## src/rtl/buffer_pkg.sv

```systemverilog
// Shared types and helpers for the buffer stream controller: FSM encoding,
// modular pointer arithmetic and the occupancy-counter width.
package buffer_pkg;

    typedef enum logic [0:0] {
        FILL  = 1'b0,
        DRAIN = 1'b1
    } state_t;

    // Modular add by compare-subtract, so non-power-of-two sizes wrap correctly.
    function automatic int unsigned ptr_add(int unsigned ptr, int unsigned inc, int unsigned mod);
        int unsigned sum;
        sum = ptr + inc;
        return (sum >= mod) ? sum - mod : sum;
    endfunction

    function automatic int count_width(int mem_size);
        return $clog2(mem_size + 1);
    endfunction

endpackage

```

## src/rtl/buffer_stream_ctrl_if.sv

```systemverilog
// Producer/consumer handshakes plus the Buffer address/enable bus.
// The controller drives through master; the environment uses slave.
interface buffer_stream_ctrl_if #(
    parameter int ADDRES_SIZE = 2,
    parameter int COUNT_W     = 3
);
    logic                   in_valid;
    logic                   in_last;
    logic                   in_ready;
    logic                   out_valid;
    logic                   out_ready;
    logic                   frame_done;
    logic                   wen;
    logic [ADDRES_SIZE-1:0] waddr;
    logic [ADDRES_SIZE-1:0] raddr;
    logic [COUNT_W-1:0]     count;

    modport master (
        input  in_valid, in_last, out_ready,
        output in_ready, out_valid, frame_done, wen, waddr, raddr, count
    );

    modport slave (
        output in_valid, in_last, out_ready,
        input  in_ready, out_valid, frame_done, wen, waddr, raddr, count
    );
endinterface

```

## src/rtl/buffer_stream_ctrl_ring_ptr.sv

```systemverilog
// Ring pointer modulo MOD, advancing by INC; load takes priority over advance.
module ring_ptr
    import buffer_pkg::*;
#(
    parameter int MOD = 4,
    parameter int INC = 1,
    parameter int W   = (MOD > 1) ? $clog2(MOD) : 1
) (
    input  logic         clk,
    input  logic         rst,
    input  logic         adv,
    input  logic         load,
    input  logic [W-1:0] load_val,
    output logic [W-1:0] ptr
);

    // NOTE: sequential state uses non-blocking assignments so every register
    // samples pre-edge values regardless of block evaluation order.
    always_ff @(posedge clk) begin
        if (rst) begin
            ptr <= '0;
        end else if (load) begin
            ptr <= load_val;
        end else if (adv) begin
            ptr <= W'(ptr_add(32'(ptr), INC, MOD));
        end
    end

endmodule

```

## src/rtl/buffer_stream_ctrl.sv

```systemverilog
// Pointer/occupancy controller for the external Buffer memory: accepts
// PAR_WRITE-wide words, presents PAR_READ-wide windows advancing by READ_STRIDE.
module buffer_stream_ctrl
    import buffer_pkg::*;
#(
    parameter int MEM_SIZE    = 4,
    parameter int PAR_WRITE   = 2,
    parameter int PAR_READ    = 3,
    parameter int READ_STRIDE = 1,
    parameter int ADDRES_SIZE = $clog2(MEM_SIZE)
) (
    input logic                  clk,
    input logic                  rst,
    buffer_stream_ctrl_if.master bus
);

    localparam int CW = count_width(MEM_SIZE);

    localparam logic [0:0]    S_FILL   = FILL;
    localparam logic [0:0]    S_DRAIN  = DRAIN;
    localparam logic [CW-1:0] FREE_MAX = CW'(MEM_SIZE - PAR_WRITE);
    localparam logic [CW-1:0] RD_MIN   = CW'(PAR_READ);
    localparam logic [CW-1:0] PW_C     = CW'(PAR_WRITE);
    localparam logic [CW-1:0] RS_C     = CW'(READ_STRIDE);

    logic [0:0]             state;
    logic [CW-1:0]          count;
    logic [ADDRES_SIZE-1:0] wptr;
    logic [ADDRES_SIZE-1:0] rptr;
    logic                   in_ready;
    logic                   out_valid;
    logic                   push;
    logic                   pop;
    logic                   flush;

    // in_ready comes from registered state only, keeping out_ready off this path.
    assign in_ready  = (state == S_FILL) && (count <= FREE_MAX);
    assign out_valid = (count >= RD_MIN);
    assign push      = bus.in_valid && in_ready;
    assign pop       = out_valid && bus.out_ready;
    assign flush     = (state == S_DRAIN) && (count < RD_MIN) && !pop;

    ring_ptr #(.MOD(MEM_SIZE), .INC(PAR_WRITE), .W(ADDRES_SIZE)) u_wptr (
        .clk      (clk),
        .rst      (rst),
        .adv      (push),
        .load     (1'b0),
        .load_val ('0),
        .ptr      (wptr)
    );

    // The drain flush discards leftover entries by snapping rptr onto wptr.
    ring_ptr #(.MOD(MEM_SIZE), .INC(READ_STRIDE), .W(ADDRES_SIZE)) u_rptr (
        .clk      (clk),
        .rst      (rst),
        .adv      (pop),
        .load     (flush),
        .load_val (wptr),
        .ptr      (rptr)
    );

    always_ff @(posedge clk) begin
        if (rst) begin
            state          <= S_FILL;
            count          <= '0;
            bus.frame_done <= 1'b0;
        end else begin
            bus.frame_done <= flush;
            if (flush) begin
                state <= S_FILL;
                count <= '0;
            end else begin
                count <= count + (push ? PW_C : '0) - (pop ? RS_C : '0);
                if (push && bus.in_last) begin
                    state <= S_DRAIN;
                end
            end
        end
    end

    assign bus.in_ready  = in_ready;
    assign bus.out_valid = out_valid;
    assign bus.wen       = push;
    assign bus.waddr     = wptr;
    assign bus.raddr     = rptr;
    assign bus.count     = count;

endmodule
```

## src/flat_wrapper.sv

```systemverilog
// flat-port wrapper written by rule: the top's interface ports become plain ports
module buffer_stream_ctrl_flat import buffer_pkg::*;
#(
    parameter int MEM_SIZE    = 4,
    parameter int PAR_WRITE   = 2,
    parameter int PAR_READ    = 3,
    parameter int READ_STRIDE = 1,
    parameter int ADDRES_SIZE = $clog2(MEM_SIZE)
)
  (clk, rst, bus_in_valid, bus_in_last, bus_out_ready, bus_in_ready, bus_out_valid, bus_frame_done, bus_wen, bus_waddr, bus_raddr, bus_count);
  buffer_stream_ctrl_if #(.ADDRES_SIZE(ADDRES_SIZE)) bus_i ();
  input logic clk;
  input logic rst;
  input wire logic [$bits(bus_i.in_valid)-1:0] bus_in_valid;
  input wire logic [$bits(bus_i.in_last)-1:0] bus_in_last;
  input wire logic [$bits(bus_i.out_ready)-1:0] bus_out_ready;
  output wire logic [$bits(bus_i.in_ready)-1:0] bus_in_ready;
  output wire logic [$bits(bus_i.out_valid)-1:0] bus_out_valid;
  output wire logic [$bits(bus_i.frame_done)-1:0] bus_frame_done;
  output wire logic [$bits(bus_i.wen)-1:0] bus_wen;
  output wire logic [$bits(bus_i.waddr)-1:0] bus_waddr;
  output wire logic [$bits(bus_i.raddr)-1:0] bus_raddr;
  output wire logic [$bits(bus_i.count)-1:0] bus_count;
  assign bus_i.in_valid = bus_in_valid;
  assign bus_i.in_last = bus_in_last;
  assign bus_i.out_ready = bus_out_ready;
  assign bus_in_ready = bus_i.in_ready;
  assign bus_out_valid = bus_i.out_valid;
  assign bus_frame_done = bus_i.frame_done;
  assign bus_wen = bus_i.wen;
  assign bus_waddr = bus_i.waddr;
  assign bus_raddr = bus_i.raddr;
  assign bus_count = bus_i.count;
  buffer_stream_ctrl #(.MEM_SIZE(MEM_SIZE), .PAR_WRITE(PAR_WRITE), .PAR_READ(PAR_READ), .READ_STRIDE(READ_STRIDE), .ADDRES_SIZE(ADDRES_SIZE)) u_core (.clk(clk), .rst(rst), .bus(bus_i));
endmodule
```

## config.mk

```make
export PLATFORM = sky130hd
export DESIGN_NAME = buffer_stream_ctrl_flat
export DESIGN_NICKNAME = d
export VERILOG_FILES = /design/src/rtl/buffer_pkg.sv /design/src/rtl/buffer_stream_ctrl_if.sv /design/src/rtl/buffer_stream_ctrl_ring_ptr.sv /design/src/rtl/buffer_stream_ctrl.sv /design/src/flat_wrapper.sv
export SDC_FILE = /design/constraint.sdc
export NUM_CORES = 1
export LEC_CHECK = 0
export ABC_AREA = 1
export CAP_MARGIN = 20
export CORE_AREA = 2 2 39 41
export CTS_CLUSTER_DIAMETER = 40
export DETAILED_ROUTE_END_ITERATION = 10
export DIE_AREA = 0 0 41 43
export GPL_ROUTABILITY_DRIVEN = 0
export GPL_TIMING_DRIVEN = 1
export PLACE_DENSITY = 0.7
export SLEW_MARGIN = 30
export SYNTH_ARGS = -nofsm -noshare
export SYNTH_HDL_FRONTEND = slang
export SYNTH_SLANG_ARGS = --single-unit
```

## constraint.sdc

```tcl
create_clock -name clk -period 1.3 [get_ports clk]
set_input_delay 0.13 -clock clk [delete_from_list [all_inputs] [get_ports clk]]
set_output_delay 0.13 -clock clk [all_outputs]
set_load 0.02 [all_outputs]
```

==> results.json <==
{
  "final_common_cell": "buf_4",
  "max-vdd-ir-drop_uv": 721.0,
  "cts_root_buf": "clkbuf_4",
  "synth_edf_count": 0,
  "vias": 473,
  "instances_no_fill": 111,
  "violations": "setup timing",
  "clk_path_buf_depth": 2,
  "cp_num_buf_inv": 2,
  "syn_area_sq_um": 446.7,
  "arrival_ns": 1.52,
  "post-route-period-util_pct": 102.2,
  "critical-path-max-stage-delay_ns": 0.35,
  "initial_core_util_pct": 32.28,
  "start_kind": "flip-flop",
  "async_flop_share_pct": 0,
  "worst_setup_path_end_kind": "flip-flop",
  "synth_cells": 64,
  "finalMaxSlewViolations": 0,
  "synth_xor_area_share_pct": 1.961,
  "critPathRequiredTime_ns": 1.49,
  "dp_hpwl_microns": 753.9,
  "post_drt_wl_per_cell_microns": 9.532,
  "yosysWarnings": 0,
  "reg2reg_slack_ns": -0.03,
  "skew_ns": 0.01007,
  "yosysSeqAreaShare_pct": 35.85,
  "holdWs_ns": 0.4326,
  "crit_type": "flip-flop to flip-flop",
  "maxCapViolCount": 0,
  "die_area_sq_mm": 0.001763,
  "cp_slowest_cell": "dfxtp_4",
  "final_cell_mix": "14 x buf_4, 12 x inv_1, 11 x nand2_1",
  "hp-class": "input port to flip-flop",
  "cp_max_fo": 4,
  "ios": 16,
  "numPortBuffers": 14,
  "total_power_mw": 1.600,
  "die_height_microns": 43,
  "drtPass1Iterations": 4,
  "synth_ff_type": "dfxtp_1",
  "drc": 0,
  "area_delta_synth_final_pct": 77.59,
  "power_density_mw_per_mm2": 2016,
  "ys_types": 15,
  "num_rows": 14,
  "setup_ws_ns": -0.02812,
  "clock_latency_ns": 0.26,
  "ant_nets": 0,
  "power.leakage_nw": 0.4411,
  "first_global_vias": 440,
  "synth_nets": 72,
  "drt_iter0_drc": 4,
  "syn_area_per_cell_sq_um": 6.979,
  "finalHoldViolations": 0,
  "grt_pass1_wl_microns": 1766,
  "placedCellCount": 103,
  "setup_viol": 2,
  "grt_max_degree": 6,
  "routed_wl_microns": 1058,
  "clk_pin_slew_ns": 0.06,
  "grt_setup_unrepaired": "yes",
  "synth-seq-cells": 8,
  "fmax_mhz": 752.9,
  "drive_gt1_share_pct": 45.26,
  "worstPathCellList": "nand2_4 > nand4_1 > ha_1 > inv_2 > ha_4 > inv_2 > nor2_1",
  "nNetsFinal": 104,
  "min_period_ns": 1.328,
  "core_sq_mm": 0.001384,
  "synth_simple_gate_area_share_pct": 32.49,
  "fp.dieW_microns": 41,
  "cp_common_cell": "inv_2",
  "synth_top_family_by_area": "simple AND/OR/NAND/NOR gates",
  "cts_inserted_buffers": 3,
  "antenna_found_initial": 0,
  "cts_tree": "done",
  "synth_fa_ha_area_share_pct": 8.403,
  "htree_num_levels": 1,
  "cts-hold-fix-buffers": 0,
  "path_delay_family": "adder cells",
  "grt_overflow_total": 0,
  "cts_num_sinks": 8,
  "pre_cts_ws_ns": -0.2420,
  "status": "complete, but fails checks",
  "muxShareOfSynthArea_pct": 0,
  "grt_usage_pct": 15.83,
  "via_per_inst": 4.261,
  "synth_compound_area_share_pct": 4.482,
  "diodes": 0
}
metrics by stage:
stage	utilization, %	setup TNS, ns	instance area (sq um)
5_1_grt	57.32	-0.2394	793.3
4_1_cts	56.15	-0.06935	777.0
3_5_place_dp	51.36	-0.6907	710.7
2_1_floorplan	-	-0.03528	470.5
3_3_place_gp	51.36	-0.6240	710.7
6_report	57.32	-0.05205	793.3
synthesized netlist by cell type (2+ instances only):
cell type | number | area (sq um)
nand2_1 | 14 | 52.55
nand4_1 | 2 | 12.51
ha_1 | 3 | 37.54
nand3_2 | 2 | 20.02
dfxtp_1 | 8 | 160.2
inv_1 | 16 | 60.06
a21oi_1 | 4 | 20.02
nand2_2 | 4 | 25.02
nor2_1 | 5 | 18.77
timing repair:
| item | in CTS | in global routing |
|---|---|---|
| setup endpoints to repair | 11 | 7 |
| setup buffers | 4 | 1 |
| pin swaps | 6 | 5 |
| resized for setup | 21 | 13 |
report_power, final:
part	total (mW)	switching [mW]	leakage [nW]	internal, mW
clock network	0.205	0.0873	0.0150	0.118
registers	0.380	0.0537	0.0677	0.326
logic	1.01	0.516	0.358	0.499
total	1.60	0.657	0.441	0.942
registers in the layout, summed over array words and instances, names as in the netlist:
name,flops
u_core.bus.count,3
u_core.bus.frame_done,1
u_core.state,1
u_core.u_rptr.ptr,2
u_core.u_wptr.ptr,1
area by class of cell:
| class | instances | area, sq um |
|---|---|---|
| flip-flops and latches | 8 | 171.4 |
| multi-input cells | 38 | 262.8 |
| clock buffers | 4 | 26.28 |
| inverters | 17 | 66.31 |
| well taps | 16 | 20.02 |
| repair buffers | 28 | 246.5 |
| fillers | 148 | 590.6 |
worst register-to-register path, stage by stage (launching register included):
cell	delay, ns
dfxtp_4	0.35
nand2_4	0.09
nand4_1	0.11
ha_1	0.31
inv_2	0.04
ha_4	0.25
inv_2	0.02
nor2_1	0.07
worst paths after layout:
| path | from | end | cells past startpoint |
|---|---|---|---|
| max | u_core.bus.count[1] | u_core.bus.count[1] | 7 |
| min | bus_in_last | u_core.state | 3 |
| max reg2reg | u_core.bus.count[1] | u_core.bus.count[1] | 7 |
| min reg2reg | u_core.u_rptr.ptr[0] | u_core.u_rptr.ptr[0] | 1 |
cells by family after synthesis:
group,count (synthesis)
buffers and inverters,18
AO/OA/AOI/OAI,4
other,1
adder cells (fa/ha/maj),3
AND/OR/NAND/NOR,29
flip-flops,8
XOR/XNOR,1
metal layers:
| metal | global-route usage [%] | part of all wire, % | vias up |
|---|---|---|---|
| met5 | 0 | 0 | - |
| met4 | 10.00 | 1.2 | 0 |
| met3 | 7.853 | 6.2 | 2 |
| met2 | 24.06 | 54 | 11 |
| met1 | 16.29 | 38 | 211 |
| li1 | - | - | 249 |
No activity file was read; power rests on OpenSTA's default activity.
